<file path="src/rtl/line_assembler.sv">
// Streaming single-line RV32I assembler: folds, tokenises and encodes one ASCII
// line per new_line pulse. Define HEX_IMM_EN to accept "0x" hexadecimal immediates.
module line_assembler #(
   parameter int CHAR_PER_LINE = 64,
   parameter int MNEM_CHARS    = 4
) (
   input  logic        clk_in,
   input  logic        rst_in,
   input  logic        new_line,
   input  logic        new_character,
   input  logic [7:0]  incoming_character,
   output logic [31:0] instruction,
   output logic        done_flag,
   output logic        error_flag,
   output logic        busy_flag,
   output logic [2:0]  error_code
);
   localparam int MW = 8 * MNEM_CHARS;
   localparam int LW = $clog2(MNEM_CHARS + 1);
   localparam int CW = $clog2(CHAR_PER_LINE + 1);
   localparam logic [20:0] ACC_MAX = 21'h0F_FFFF;

   localparam logic [2:0] E_MNEM    = 3'd1;
   localparam logic [2:0] E_REG     = 3'd2;
   localparam logic [2:0] E_RANGE   = 3'd3;
   localparam logic [2:0] E_SYNTAX  = 3'd4;
   localparam logic [2:0] E_EARLY   = 3'd5;
   localparam logic [2:0] E_LENGTH  = 3'd6;
   localparam logic [2:0] E_NEWLINE = 3'd7;

   typedef enum logic [2:0] {S_IDLE, S_MNEMONIC, S_OPERAND, S_DONE, S_ERROR} state_t;
   typedef enum logic [1:0] {PH_WAIT, PH_IN, PH_AFTER} phase_t;
   typedef enum logic [1:0] {K_NONE, K_R, K_I, K_U} kind_t;
   typedef enum logic [3:0] {
      A_NONE, A_ERR, A_BLANK, A_DONE, A_SHIFT, A_TO_OPER,
      A_FEED, A_FIN_AFTER, A_FIN_NEXT, A_NEXT
   } act_t;

   // Operand token being scanned: shared by register and immediate operands.
   typedef struct packed {
      logic        x;
      logic        hex;
      logic        neg;
      logic [1:0]  digits;
      logic [20:0] acc;
      logic        ovf;
   } tok_t;

   state_t         state;
   phase_t         phase;
   logic [MW-1:0]  mnem;
   logic [LW-1:0]  mnem_len;
   logic [CW-1:0]  char_count;
   logic [1:0]     op_idx;
   logic [4:0]     rd, rs1, rs2;
   logic           imm_neg;
   logic [20:0]    imm_mag;
   tok_t           tok;

   logic [7:0]     ch;
   logic           is_ws, is_comma, is_nl, is_letter, is_dec;
   logic [3:0]     dec_val;
   logic [CW:0]    count_next;
   logic           len_over, take;
   kind_t          kind;
   logic [2:0]     funct3;
   logic           is_sub, last_op, cur_is_reg;
   logic [2:0]     fin_err, feed_err, act_err;
   tok_t           tok_n;
   logic           dig_ok;
   logic [3:0]     dval;
   logic [25:0]    prod;
   act_t           act;
   logic [4:0]     eff_rd, eff_rs1, eff_rs2;
   logic           eff_neg;
   logic [20:0]    eff_mag;
   logic [19:0]    imm_tc;
   logic [31:0]    instr_enc;

   always_comb begin
      // NOTE: every always_comb output gets a default first so no latch can be inferred.
      ch = incoming_character;
      if (ch >= 8'h41 && ch <= 8'h5A) ch = ch | 8'h20;
      is_ws      = (ch == 8'h20) || (ch == 8'h09);
      is_comma   = (ch == 8'h2C);
      is_nl      = (ch == 8'h0A);
      is_letter  = (ch >= 8'h61) && (ch <= 8'h7A);
      is_dec     = (ch >= 8'h30) && (ch <= 8'h39);
      dec_val    = 4'(ch - 8'h30);
      count_next = {1'b0, char_count} + (CW + 1)'(1);
      len_over   = count_next > (CW + 1)'(CHAR_PER_LINE);
      take       = new_character && !new_line && (state == S_MNEMONIC || state == S_OPERAND);
   end

   always_comb begin
      kind   = K_NONE;
      funct3 = 3'b000;
      is_sub = 1'b0;
      case (mnem)
         MW'(32'h0061_6464): kind = K_R;
         MW'(32'h0073_7562): begin kind = K_R; is_sub = 1'b1; end
         MW'(32'h0061_6E64): begin kind = K_R; funct3 = 3'b111; end
         MW'(32'h0000_6F72): begin kind = K_R; funct3 = 3'b110; end
         MW'(32'h0078_6F72): begin kind = K_R; funct3 = 3'b100; end
         MW'(32'h6164_6469): kind = K_I;
         MW'(32'h616E_6469): begin kind = K_I; funct3 = 3'b111; end
         MW'(32'h006F_7269): begin kind = K_I; funct3 = 3'b110; end
         MW'(32'h786F_7269): begin kind = K_I; funct3 = 3'b100; end
         MW'(32'h006C_7569): kind = K_U;
         default: ;
      endcase
      last_op    = (kind == K_U) ? (op_idx == 2'd1) : (op_idx == 2'd2);
      cur_is_reg = (kind == K_R) || (kind == K_I && op_idx != 2'd2) ||
                   (kind == K_U && op_idx == 2'd0);
   end

   // Validation of the current token when a separator closes it.
   always_comb begin
      fin_err = 3'd0;
      if (tok.digits == 2'd0)
         fin_err = E_SYNTAX;
      else if (cur_is_reg) begin
         if (tok.acc > 21'd31) fin_err = E_REG;
      end else if (tok.ovf)
         fin_err = E_RANGE;
      else if (kind == K_U) begin
         if (tok.neg && tok.acc != 21'd0) fin_err = E_RANGE;
      end else if (tok.acc > (tok.neg ? 21'd2048 : 21'd2047))
         fin_err = E_RANGE;
   end

   always_comb begin
      tok_n    = tok;
      feed_err = 3'd0;
      dig_ok   = is_dec;
      dval     = dec_val;
`ifdef HEX_IMM_EN
      if (tok.hex && ch >= 8'h61 && ch <= 8'h66) begin
         dig_ok = 1'b1;
         dval   = 4'(ch - 8'h57);
      end
`endif
      prod = tok.hex ? (26'(tok.acc) << 4) + 26'(dval)
                     : 26'(tok.acc) * 26'd10 + 26'(dval);
      if (cur_is_reg) begin
         if (!tok.x) begin
            if (ch == 8'h78) tok_n.x = 1'b1;
            else             feed_err = E_REG;
         end else if (is_dec && tok.digits < 2'd2) begin
            tok_n.acc    = prod[20:0];
            tok_n.digits = tok.digits + 2'd1;
         end else
            feed_err = E_REG;
      end else if (ch == 8'h2D && phase == PH_WAIT)
         tok_n.neg = 1'b1;
`ifdef HEX_IMM_EN
      else if (ch == 8'h78 && !tok.hex && tok.digits == 2'd1 && tok.acc == 21'd0) begin
         tok_n.hex    = 1'b1;
         tok_n.digits = 2'd0;
      end
`endif
      else if (dig_ok) begin
         // Saturate rather than wrap so a huge literal is still reported as out of range.
         if (tok.ovf || prod > 26'(ACC_MAX)) begin
            tok_n.acc = ACC_MAX;
            tok_n.ovf = 1'b1;
         end else
            tok_n.acc = prod[20:0];
         tok_n.digits = (tok.digits == 2'd3) ? 2'd3 : tok.digits + 2'd1;
      end else
         feed_err = E_SYNTAX;
   end

   always_comb begin
      act     = A_NONE;
      act_err = 3'd0;
      if (len_over) begin
         act = A_ERR; act_err = E_LENGTH;
      end else if (state == S_MNEMONIC) begin
         if (is_ws) begin
            if (mnem_len != '0) begin
               if (kind != K_NONE) act = A_TO_OPER;
               else begin act = A_ERR; act_err = E_MNEM; end
            end
         end else if (is_nl && mnem_len == '0)
            act = A_BLANK;
         else if (is_nl || is_comma) begin
            act     = A_ERR;
            act_err = (mnem_len == '0) ? E_SYNTAX : (kind != K_NONE) ? E_EARLY : E_MNEM;
         end else if (!is_letter) begin
            act = A_ERR; act_err = E_SYNTAX;
         end else if (mnem_len == LW'(MNEM_CHARS)) begin
            act = A_ERR; act_err = E_MNEM;
         end else
            act = A_SHIFT;
      end else if (is_ws) begin
         if (phase == PH_IN) begin
            act = (fin_err != 3'd0) ? A_ERR : A_FIN_AFTER; act_err = fin_err;
         end
      end else if (is_comma || is_nl) begin
         if (phase == PH_WAIT) begin
            act = A_ERR; act_err = is_comma ? E_SYNTAX : E_EARLY;
         end else if (phase == PH_IN && fin_err != 3'd0) begin
            act = A_ERR; act_err = fin_err;
         end else if (is_nl) begin
            if (last_op) act = A_DONE;
            else begin act = A_ERR; act_err = E_EARLY; end
         end else if (last_op) begin
            act = A_ERR; act_err = E_SYNTAX;
         end else
            act = (phase == PH_IN) ? A_FIN_NEXT : A_NEXT;
      end else if (phase == PH_AFTER) begin
         act = A_ERR; act_err = E_SYNTAX;
      end else if (feed_err != 3'd0) begin
         act = A_ERR; act_err = feed_err;
      end else
         act = A_FEED;
   end

   // The final operand may still be in the token register when '\n' arrives.
   always_comb begin
      eff_rd  = rd;
      eff_rs1 = rs1;
      eff_rs2 = rs2;
      eff_neg = imm_neg;
      eff_mag = imm_mag;
      if (phase == PH_IN) begin
         if (!cur_is_reg) begin
            eff_neg = tok.neg;
            eff_mag = tok.acc;
         end else if (op_idx == 2'd0) eff_rd  = tok.acc[4:0];
         else if (op_idx == 2'd1)     eff_rs1 = tok.acc[4:0];
         else                         eff_rs2 = tok.acc[4:0];
      end
      imm_tc = eff_neg ? 20'(21'd0 - eff_mag) : eff_mag[19:0];
      case (kind)
         K_R:     instr_enc = {1'b0, is_sub, 5'b0, eff_rs2, eff_rs1, funct3, eff_rd, 7'h33};
         K_I:     instr_enc = {imm_tc[11:0], eff_rs1, funct3, eff_rd, 7'h13};
         K_U:     instr_enc = {imm_tc, eff_rd, 7'h37};
         default: instr_enc = 32'h0;
      endcase
   end

   // NOTE: state updates use non-blocking assignments so every register samples pre-edge values.
   always_ff @(posedge clk_in or negedge rst_in) begin
      if (!rst_in) begin
         state       <= S_IDLE;
         phase       <= PH_WAIT;
         mnem        <= '0;
         mnem_len    <= '0;
         char_count  <= '0;
         op_idx      <= 2'd0;
         rd          <= 5'd0;
         rs1         <= 5'd0;
         rs2         <= 5'd0;
         imm_neg     <= 1'b0;
         imm_mag     <= 21'd0;
         tok         <= '0;
         instruction <= 32'h0;
         done_flag   <= 1'b0;
         error_flag  <= 1'b0;
         busy_flag   <= 1'b0;
         error_code  <= 3'd0;
      end else if (new_line) begin
         if (state == S_MNEMONIC || state == S_OPERAND) begin
            state      <= S_ERROR;
            error_flag <= 1'b1;
            error_code <= E_NEWLINE;
            busy_flag  <= 1'b0;
         end else begin
            state       <= S_MNEMONIC;
            phase       <= PH_WAIT;
            mnem        <= '0;
            mnem_len    <= '0;
            char_count  <= '0;
            op_idx      <= 2'd0;
            rd          <= 5'd0;
            rs1         <= 5'd0;
            rs2         <= 5'd0;
            imm_neg     <= 1'b0;
            imm_mag     <= 21'd0;
            tok         <= '0;
            instruction <= 32'h0;
            done_flag   <= 1'b0;
            error_flag  <= 1'b0;
            busy_flag   <= 1'b1;
            error_code  <= 3'd0;
         end
      end else if (take) begin
         if (!len_over) char_count <= count_next[CW-1:0];
         case (act)
            A_ERR: begin
               state      <= S_ERROR;
               error_flag <= 1'b1;
               error_code <= act_err;
               busy_flag  <= 1'b0;
            end
            A_BLANK: begin
               state     <= S_IDLE;
               busy_flag <= 1'b0;
            end
            A_DONE: begin
               state       <= S_DONE;
               done_flag   <= 1'b1;
               busy_flag   <= 1'b0;
               instruction <= instr_enc;
            end
            A_SHIFT: begin
               mnem     <= {mnem[MW-9:0], ch};
               mnem_len <= mnem_len + LW'(1);
            end
            A_TO_OPER: begin
               state  <= S_OPERAND;
               phase  <= PH_WAIT;
               op_idx <= 2'd0;
            end
            A_FEED: begin
               phase <= PH_IN;
               tok   <= tok_n;
            end
            A_FIN_AFTER, A_FIN_NEXT, A_NEXT: begin
               if (act != A_NEXT) begin
                  if (!cur_is_reg) begin
                     imm_neg <= tok.neg;
                     imm_mag <= tok.acc;
                  end else if (op_idx == 2'd0) rd  <= tok.acc[4:0];
                  else if (op_idx == 2'd1)     rs1 <= tok.acc[4:0];
                  else                         rs2 <= tok.acc[4:0];
               end
               if (act == A_FIN_AFTER)
                  phase <= PH_AFTER;
               else begin
                  phase  <= PH_WAIT;
                  op_idx <= op_idx + 2'd1;
                  tok    <= '0;
               end
            end
            default: ;
         endcase
      end
   end
endmodule

</file>
<file path="config.mk">
export PLATFORM = sky130hd
export DESIGN_NAME = line_assembler
export DESIGN_NICKNAME = d
export VERILOG_FILES = /design/src/rtl/line_assembler.sv
export SDC_FILE = /design/constraint.sdc
export NUM_CORES = 1
export LEC_CHECK = 0
export BUFFER_PORTS_ARGS = -buffer_cell sky130_fd_sc_hd__buf_4
export CORE_ASPECT_RATIO = 0.75
export CORE_UTILIZATION = 30
export DETAILED_ROUTE_END_ITERATION = 6
export GPL_ROUTABILITY_DRIVEN = 0
export PLACE_DENSITY = 0.43
export SLEW_MARGIN = 20
export SYNTH_ARGS = -nofsm -noshare
export SYNTH_HDL_FRONTEND = slang
export SYNTH_SLANG_ARGS = --single-unit
</file>
<file path="constraint.sdc">
create_clock -name clk_in -period 11.87 [get_ports clk_in]
set_input_delay 3.561 -clock clk_in [delete_from_list [all_inputs] [get_ports clk_in]]
set_output_delay 3.561 -clock clk_in [all_outputs]
set_load 0.02 [all_outputs]
</file>
### Word-level counts from Yosys, hierarchy flattened

Index checks and enable logic that the tools add are counted.
Widths: inputs -> output; s select.

| storage, ports and cells | value |
|---|---|
| logic and storage cells | 320 |
| register bits | 151 |
| bits in read-only memories | 0 |
| memories kept | 0 |
| bits in latches | 0 |
| RAM bits | 0 |

| operators by class | value |
|---|---|
| add/subtract/negate cells | 8 |
| bitwise operators | 0 |
| muxes and demuxes | 165 |
| order comparisons | 11 |
| div/mod/pow operators | 0 |
| shifts and indexed selects | 0 |
| equality and inequality tests | 53 |
| reductions and logical operators | 60 |
| $mul | 1 |

Operator list:

| operator | count |
|---|---|
| $mux 32 | 7 |
| $eq 32x23->1 const B | 6 |
| $mux 21 | 7 |
| $mux 3 | 47 |
| $mux 5 | 24 |
| $mux 27 | 4 |
| $eq 32x31->1 const B | 3 |
| $pmux 32 s3 | 1 |
| $mux 23 | 3 |
| $pmux 27 s2 | 1 |
| $add 25x4->26 | 2 |
| $mux 24 | 2 |
| $mux 20 | 2 |
| $mux 4 | 9 |
| $eq 32x15->1 const B | 1 |
| $mux 1 | 32 |
| $mux 2 | 14 |
| $mux 7 | 4 |
| $gt 26x20->1 const B | 1 |
| $mux 26 | 1 |
| $eq 8x6->1 const B | 3 |
| $mul 21x3->24 const B | 1 |
| $gt 21x12->1 | 1 |
| $gt 21x5->1 const B | 1 |
| 51 further kinds | 121 |

### Longest topological paths before layout

Gate-level depths: netlist of the first run.

| logic depth | value |
|---|---|
| word-level depth | 22 |
| depth in mapped cells | 19 |

### Least setup slack after synthesis of the first run

No wires, ideal clock.

| timing path | value |
|---|---|
| path kind | input to register |
| start | in incoming_character[0] |
| end | reg rs2[2] |
| stages | 12 |
| data arrival time | 6.451 ns |
| slack | 5.298 ns |
| buffers on the path | 1 |
| cell sequence | clkbuf_1 a21o_1 a221oi_1 a2111oi_2 a211o_1 o32ai_1 o41ai_2 a31o_2 nor2_1 nor3_2 or3_1 a22o_1 |

| on the way | value |
|---|---|
| word-level cells in the longest chain between the ends | 20 |
| elaborated cells between the ends (all ways) | 49 |
| those cells by class | order compare (6); eq/ne (10); mux (20); reduce/logical (13) |

Ends and longest elaborated chain:

| element | line | text |
|---|---|---|
| start: declaration | 11 | `input logic [7:0] incoming_character,` |
| $ge 8x7->1 / $le 8x7->1 (equally long branches) | 83 | `if (ch >= 8'h41 && ch <= 8'h5A) ch = ch \| 8'h20;` |
| $logic_and 1x1->1 | 83 |  |
| $mux 6 * | 83 |  |
| $ge 8x6->1 / $le 8x6->1 (equally long branches) | 88 | `is_dec = (ch >= 8'h30) && (ch <= 8'h39);` |
| $logic_and 1x1->1 | 88 |  |
| $logic_and 1x1->1 | 149 | `end else if (is_dec && tok.digits < 2'd2) begin` |
| $mux 2 | 149 |  |
| $mux 3 | 146 | `if (!tok.x) begin` |
| [... 4 more ...] | n/a |  |
| $mux 4 | 200 | `end else if (is_comma \|\| is_nl) begin` |
| $mux 4 | 196 | `end else if (is_ws) begin` |
| $mux 4 * | 179 | `end else if (state == S_MNEMONIC) begin` |
| $mux 4 * | 177 | `if (len_over) begin` |
| $eq 4x3->1 / $eq 4x4->1 (equally long branches) | 291 | `case (act)` |
| $reduce_or 3->1 | 291 |  |
| $reduce_bool 2->1 (no source line) | n/a |  |
| $reduce_and 4->1 (no source line) * | n/a |  |
| end signal: assignment | 328 | `else rs2 <= tok.acc[4:0];` |
| end: declaration | 55 | `logic [4:0] rd, rs1, rs2;` |

Mark *: on every way between the ends. The rest lies on a longest branch, timed or not.
A chain may end at the register's enable or synchronous reset.

### Worst setup path after layout of the first run

| timing path | value |
|---|---|
| start | in incoming_character[0] |
| end | reg imm_mag[17] |

| on the way | value |
|---|---|
| word-level cells in the longest chain between the ends | 20 |
| elaborated cells between the ends (all ways) | 49 |
| those cells by class | order compare (6); eq/ne (10); mux (20); reduce/logical (13) |

Ends and longest elaborated chain:

| element | line | text |
|---|---|---|
| $ge 8x7->1 / $le 8x7->1 (equally long branches) | 83 |  |
| $logic_and 1x1->1 | 83 |  |
| $mux 6 * | 83 |  |
| $ge 8x6->1 / $le 8x6->1 (equally long branches) | 88 |  |
| $logic_and 1x1->1 | 88 |  |
| $logic_and 1x1->1 | 149 |  |
| $mux 2 | 149 |  |
| $mux 3 | 146 |  |
| [... 4 more ...] | n/a |  |
| $mux 4 | 200 |  |
| $mux 4 | 196 |  |
| $mux 4 * | 179 |  |
| $mux 4 * | 177 |  |
| $eq 4x3->1 / $eq 4x4->1 (equally long branches) | 291 |  |
| $reduce_or 3->1 | 291 |  |
| $reduce_bool 2->1 (no source line) | n/a |  |
| $reduce_and 4->1 (no source line) * | n/a |  |
| end signal: assignment | 325 | `imm_mag <= tok.acc;` |
| end: declaration | 57 | `logic [20:0] imm_mag;` |

Marked as above.

==> results of run 1 <==
[worst paths after layout]
check,start,to,slack (ps),cells after the start
hold / removal,tok[23]$_DFFE_PN0P_,tok[23]$_DFFE_PN0P_,480,2
setup / recovery,incoming_character[0],imm_mag[17]$_DFFE_PN0P_,4850,13
setup reg to reg,mnem[21]$_DFFE_PN0P_,instruction[30]$_DFFE_PN0P_,6670,14
max in group asynchronous,rst_in,char_count[2]$_DFFE_PN0P_,7460,2
min in group asynchronous,rst_in,instruction[14]$_DFFE_PN0P_,3180,1
hold reg to reg,tok[23]$_DFFE_PN0P_,tok[23]$_DFFE_PN0P_,480,2
[registers in the layout, summed over array words and instances, names as in the netlist, 5 cells and up]
name and cells:
mnem 32, imm_mag 20, tok 26, rd 5, rs2 5, rs1 5, char_count 7, instruction 28
[layout make-up]
class | instances | area [sq um] | share of cell area, %
repair buffers | 56 | 444 | 3.62
flip-flops and latches | 145 | 3630 | 29.6
clock buffers | 21 | 450 | 3.67
inverters | 24 | 90.1 | 0.734
clock inverters | 11 | 179 | 1.46
multi-input cells | 984 | 6900 | 56.3
well taps | 457 | 572 | 4.66
[critical path: stages]
cell,delay (ps)
buf_4,140
a21o_1,190
a221oi_1,360
a2111oi_2,80
buf_4,210
a211o_1,270
o32ai_1,530
o41ai_2,220
a31oi_4,330
nor3_2,120
nor3_2,470
a211o_1,630
a22o_1,250
[cell families (layout without fill, tap and decap cells)]
kind of cell             Yosys count  after routing  share of synthesized area [%]
AO/OA/AOI/OAI                    357            357                           23.9
XOR/XNOR                          48             48                           3.87
adder cells (fa/ha/maj)           67             67                           7.86
buffers and inverters             87            112                           3.42
flip-flops                       145            145                           33.4
multiplexers                      53             53                           5.11
other                              1              2                         0.0345
AND/OR/NAND/NOR                  457            457                           22.4
[power by group through the flow]
stage / clock network [mW] / logic, mW / registers [mW]
2_1_floorplan: 0 / 0.954 / 0.668
3_3_place_gp: 0 / 1.19 / 0.776
3_5_place_dp: 0 / 1.19 / 0.777
4_1_cts: 0.600 / 1.20 / 0.767
5_1_grt: 0.621 / 1.37 / 0.785
6_report: 0.588 / 1.21 / 0.765
[per-layer routing]
layer | global-route usage (%) | wire length (um) | vias to the layer above
li1 | - | - | 4638
met1 | 31.5 | 19300 | 4617
met2 | 24.6 | 13000 | 224
met3 | 2.65 | 1580 | 17
met4 | 3.93 | 303 | 0
met5 | 0 | 0 | -
[synth_stat cells, types with 5 or more instances]
cell type / count / area share [%]
nand2_1: 147 / 5.1
dfrtp_1: 145 / 33
nor2_1: 78 / 2.7
ha_1: 65 / 7.5
a21oi_1: 51 / 2.3
mux2i_1: 42 / 3.9
clkbuf_1: 38 / 1.3
o21ai_0: 37 / 1.7
o21ai_1: 34 / 1.6
o2bb2ai_1: 34 / 2.7
nor3_1: 33 / 1.5
a21o_1: 32 / 2.2
a22o_1: 30 / 2.4
xnor2_1: 29 / 2.3
a211oi_1: 28 / 1.9
nor4_1: 27 / 1.6
nand3_1: 25 / 1.2
inv_1: 24 / 0.83
xor2_1: 19 / 1.5
buf_2: 18 / 0.83
nand4_1: 17 / 0.98
nor2b_1: 15 / 0.86
o31ai_1: 15 / 1.0
or4_1: 15 / 1.0
a211o_1: 13 / 1.0
and2_1: 13 / 0.75
a31oi_1: 11 / 0.63
mux2_2: 10 / 1.0
nand2b_1: 9 / 0.52
and3_1: 7 / 0.40
nand3b_1: 7 / 0.48
nor4b_1: 7 / 0.56
o22ai_1: 7 / 0.40
or2_2: 7 / 0.40
and4_1: 6 / 0.48
buf_4: 6 / 0.41
nor3b_1: 6 / 0.41
a22oi_1: 5 / 0.35
and4b_1: 5 / 0.46
[per-stage QoR]
step	cell area [sq um]	setup WS, ps
2_1_floorplan	10900	5300
3_3_place_gp	11600	4340
3_5_place_dp	11600	4270
4_1_cts	12200	4720
5_1_grt	12300	4510
6_report	12300	4850
==> qor.txt, run 1 <==
Status: completed
Post-DR vias/cell: 5.59
Die footprint: 37000 sq um
DRC viols: 0
Port Buffer Count: 47
Actual slew at the worst max-slew pin: 1080 ps
Overall power: 2.56 mW
Net Sw Frac: 45.0%
Crit path capture type: register
Req. time, crit path: 12240 ps
Number of synthesized flops with an enable pin: 0
Ratio of cells with drive above 1 in the final layout: 11.0%
Most frequent cells in the layout: nand2_1, dfrtp_1, nor2_1
Clock Power Share: 23.0%
Starting Density: 30.9%
Leakage: 5.21 nW
Ys Warns: 0
Total number of vias: 9496
Row Count: 59
Mapped Area: 10900 sq um
Crit Path Class: input port to register
Initial antenna violation count: 0
Global Route Usage Sum: 18.9%
Die Span Y: 167 um
Hold-fix buffers, CTS: 0
Maximum vdd ir drop: 0.104 mV
Drt pass-1 iters: 5
Fillers: 3639
CTS clock-pin slew for the worst setup and hold paths: 60 ps
Worst clock skew: 12.7 ps
Setup crit start kind: input port
Sequential element share of the synthesized area: 33.4%
Non-filler instance count after layout: 1698
RSZ-0062 raised after global routing: false
First-pass GRT wire length: 55.1 mm
Largest net degree at the start of global routing: 93
Commonest non-fill, non-tap cell in the layout: nand2_1
Setup Buffers After CTS: 0
Slew Limit Fails: 0
Max Cap Viol: 0
Worst-path fanout max: 20
Final hold violations: 0
Final period util: 59.2%
CP arrival: 7390 ps
Post-Place Cells: 1665
Vias in the first global route: 9023
Mean Syn Cell Area: 8.94 sq um
Average routed wire per standard cell: 20.2 um
Initial DRC count: 897
Area growth syn-to-layout: 12.9%
Setup_tns: 0 ps
Nets: 1307
HPWL Detailed: 25.6 mm
H-tree depth: 4
Hold slack final: 478 ps
TritonCTS Sinks: 145
Post-synth top flop: dfrtp_1
Die width: 222 um
Ports: 50
Post-synthesis async set-or-reset flop share: 100%
Fmax: 0.142 GHz
Setup violations, final: 0
Worst slew margin: 27.3%
Core area: 35100 sq um
P_int: 1.41 mW
CTS tree: yes
Post-Syn Instances: 1215
Post-DRT Antenna Nets: 0
Grt ovf: 0
#FFs+latches synth: 145
Final WL: 34.2 mm
Latest clock arrival within the worst-skew pair: 440 ps
CTS max path bufs: 2
Yosys cell types: 92
Root Driver: clkbuf_16
Final min period: 7020 ps
Hold Crit Class: register to register
Num CTS Buffers: 17
Fin util: 34.9%
Antenna Cells: 0
Pwr dens: 209 nW/um^2
NetSw: 1.15 mW
Combinational share of power: 47.1%
Sequential share of power: 29.9%
PostCTS Resize Cnt: 0
Note: power is estimated with default switching activity, not from simulation.
==> run 2: changes to the inputs <==
clock period = 6.7 ns   (was 11.87 ns; I/O delays follow)
==> run 2 against run 1 <==
Die area unchanged. Clock skew about the same. Clock power is 59% higher. Cell count rose by 0.47%. Count of clock-buffer cells in the layout fell by 3. Via count up 0.37%. Global-route usage up 0.37 points. Routed wire length grew 1.1%. Total power is 73% higher. Critical path depth unchanged. Worst hold slack is essentially flat. Sequential cell count unchanged. Critical endpoint is now imm_mag[6]$_DFFE_PN0P_.
==> qor.txt, run 2 (synthesis gave the netlist of run 1 again) <==
Crit Path Class: input port to register
CTS clock-pin slew for the worst setup and hold paths: 60 ps
Reg with most FFs: mnem
PostCTS Resize Cnt: 0
Actual slew at the worst max-slew pin: 1050 ps
Root Driver: clkbuf_16
Worst clock skew: 12.8 ps
Row Count: 59
CTS max path bufs: 2
Die width: 222 um
Final min period: 5510 ps
Post-Place Cells: 1674
Non-filler instance count after layout: 1706
Vias in the first global route: 9233
Fillers: 3642
Status: completed
CTS tree: yes
CP Launch Point: incoming_character[0]
Largest net degree at the start of global routing: 62
Reg2Reg Setup Slack: 1710 ps
Worst-path fanout max: 20
Setup Buffers After CTS: 0
Setup_tns: 0 ps
Fin area: 12200 sq um
Crit-path max cell delay: 670 ps
Register Area: 3630 sq um
Final WL: 34.6 mm
Port Buffer Count: 47
Placed instance area: 11700 sq um
Ratio of cells with drive above 1 in the final layout: 11.5%
Hold Crit Class: register to register
Ports: 50
Hold-fix buffers, CTS: 0
Latest clock arrival within the worst-skew pair: 450 ps
Slowest CP cell: a211o_1
Largest register FFs: 32
Num CTS Buffers: 17
Biggest regs: mnem: 32 flops, instruction: 28 flops, tok: 26 flops
Initial DRC count: 847
Leakage: 5.21 nW
Antenna Cells: 0
Multi-input logic area: 6890 sq um
Initial antenna violation count: 0
Grt ovf: 0
Crit path to: imm_mag[6]$_DFFE_PN0P_
CP top delay family: compound AO/OA/AOI/OAI gates
Maximum vdd ir drop: 0.195 mV
Bufs and invs on worst path: 2
Area growth syn-to-layout: 12.6%
CP cell instances: buf_4 > a21o_1 > a221oi_1 > a2111oi_2 > buf_4 > a211o_1 > o32ai_1 > o41ai_2 > a31oi_4 > nor3_2 > nor3_2 > a211o_1 > a22o_1
Setup violations, final: 0
Crit path capture type: register
Worst r2r src: mnem[21]$_DFFE_PN0P_
CP Depth: 13
Starting Density: 30.9%
Reg2reg path depth: 12
Final period util: 82.2%
DRC viols: 0
Total number of vias: 9531
Die Span Y: 167 um
Fmax: 0.182 GHz
Pwr dens: 362 nW/um^2
Final hold violations: 0
Post-DRT Antenna Nets: 0
Worst slew margin: 29.6%
Worst R2R End: imm_mag[6]$_DFFE_PN0P_
Req. time, crit path: 7070 ps
Setup crit start kind: input port
Average routed wire per standard cell: 20.3 um
Hold slack final: 478 ps
H-tree depth: 4
Drt pass-1 iters: 5
Fin util: 34.8%
Slew Limit Fails: 0
Most frequent cells in the layout: nand2_1, dfrtp_1, nor2_1
Nets: 1315
Post-DR vias/cell: 5.59
Commonest non-fill, non-tap cell in the layout: nand2_1
HPWL Detailed: 26.1 mm
Global Route Usage Sum: 19.3%
Core area: 35100 sq um
Die footprint: 37000 sq um
First-pass GRT wire length: 55.9 mm
RSZ-0062 raised after global routing: false
TritonCTS Sinks: 145
CP arrival: 5880 ps
Max Cap Viol: 0
[run 2: cell count changes in the layout (fill, tap and decap cells not counted), sizes merged]
| cell | change |
|---|---|
| bufinv | -3 |
| clkinvlp | +2 |
| inv | +4 |
| clkbuf | -3 |
| buf | +8 |
[run 2: report_power, final]
group	switching, mW	leakage, nW	internal, mW
registers	0.356	1.97	1.00
clock network	0.417	0.265	0.516
logic	1.28	2.98	0.851
[run 2: metrics by stage]
stage / setup slack (ps) / total power, mW
2_1_floorplan: 1680 / 2.87
3_3_place_gp: 965 / 3.50
3_5_place_dp: 785 / 3.51
4_1_cts: 1260 / 4.46
5_1_grt: 953 / 4.81
6_report: 1190 / 4.43
[run 2: layer usage]
layer	GRT usage, %	routed length, um	vias to the layer above
met4	3.50	214	0
met1	31.8	19600	4668
met3	3.41	1480	13
met2	25.2	13300	198
met5	0	0	-
li1	-	-	4652
[run 2: how the worst min path moves through the flow]
stage                        startpoint                  end  slack [ps]  cells after the start
floorplan           tok[23]$_DFFE_PN0P_  tok[23]$_DFFE_PN0P_         450                      2
global placement    tok[23]$_DFFE_PN0P_  tok[23]$_DFFE_PN0P_         460                      2
detailed placement  tok[23]$_DFFE_PN0P_  tok[23]$_DFFE_PN0P_         470                      2
CTS                 tok[23]$_DFFE_PN0P_  tok[23]$_DFFE_PN0P_         480                      2
global route         rs1[4]$_DFFE_PN0P_   rs1[4]$_DFFE_PN0P_         500                      1
finish              tok[23]$_DFFE_PN0P_  tok[23]$_DFFE_PN0P_         480                      2
[run 2: cell type report]
class / instances / share of cell area, %
clock inverter: 14 / 1.09
timing repair buffer: 64 / 3.96
tap: 457 / 4.68
multi-input combinational: 984 / 56.4
sequential: 145 / 29.7
clock buffer: 18 / 3.51
inverter: 24 / 0.737
[run 2: worst reg2reg max path, stage by stage (launching register included)]
cell	delay, ps
dfrtp_1	520
nor4bb_1	680
nand2_1	270
nor4_4	200
buf_4	310
mux2i_1	560
nand3_1	140
nor3_1	380
a31o_2	330
nor2_1	130
nor3_2	480
a211o_1	670
a22o_1	260
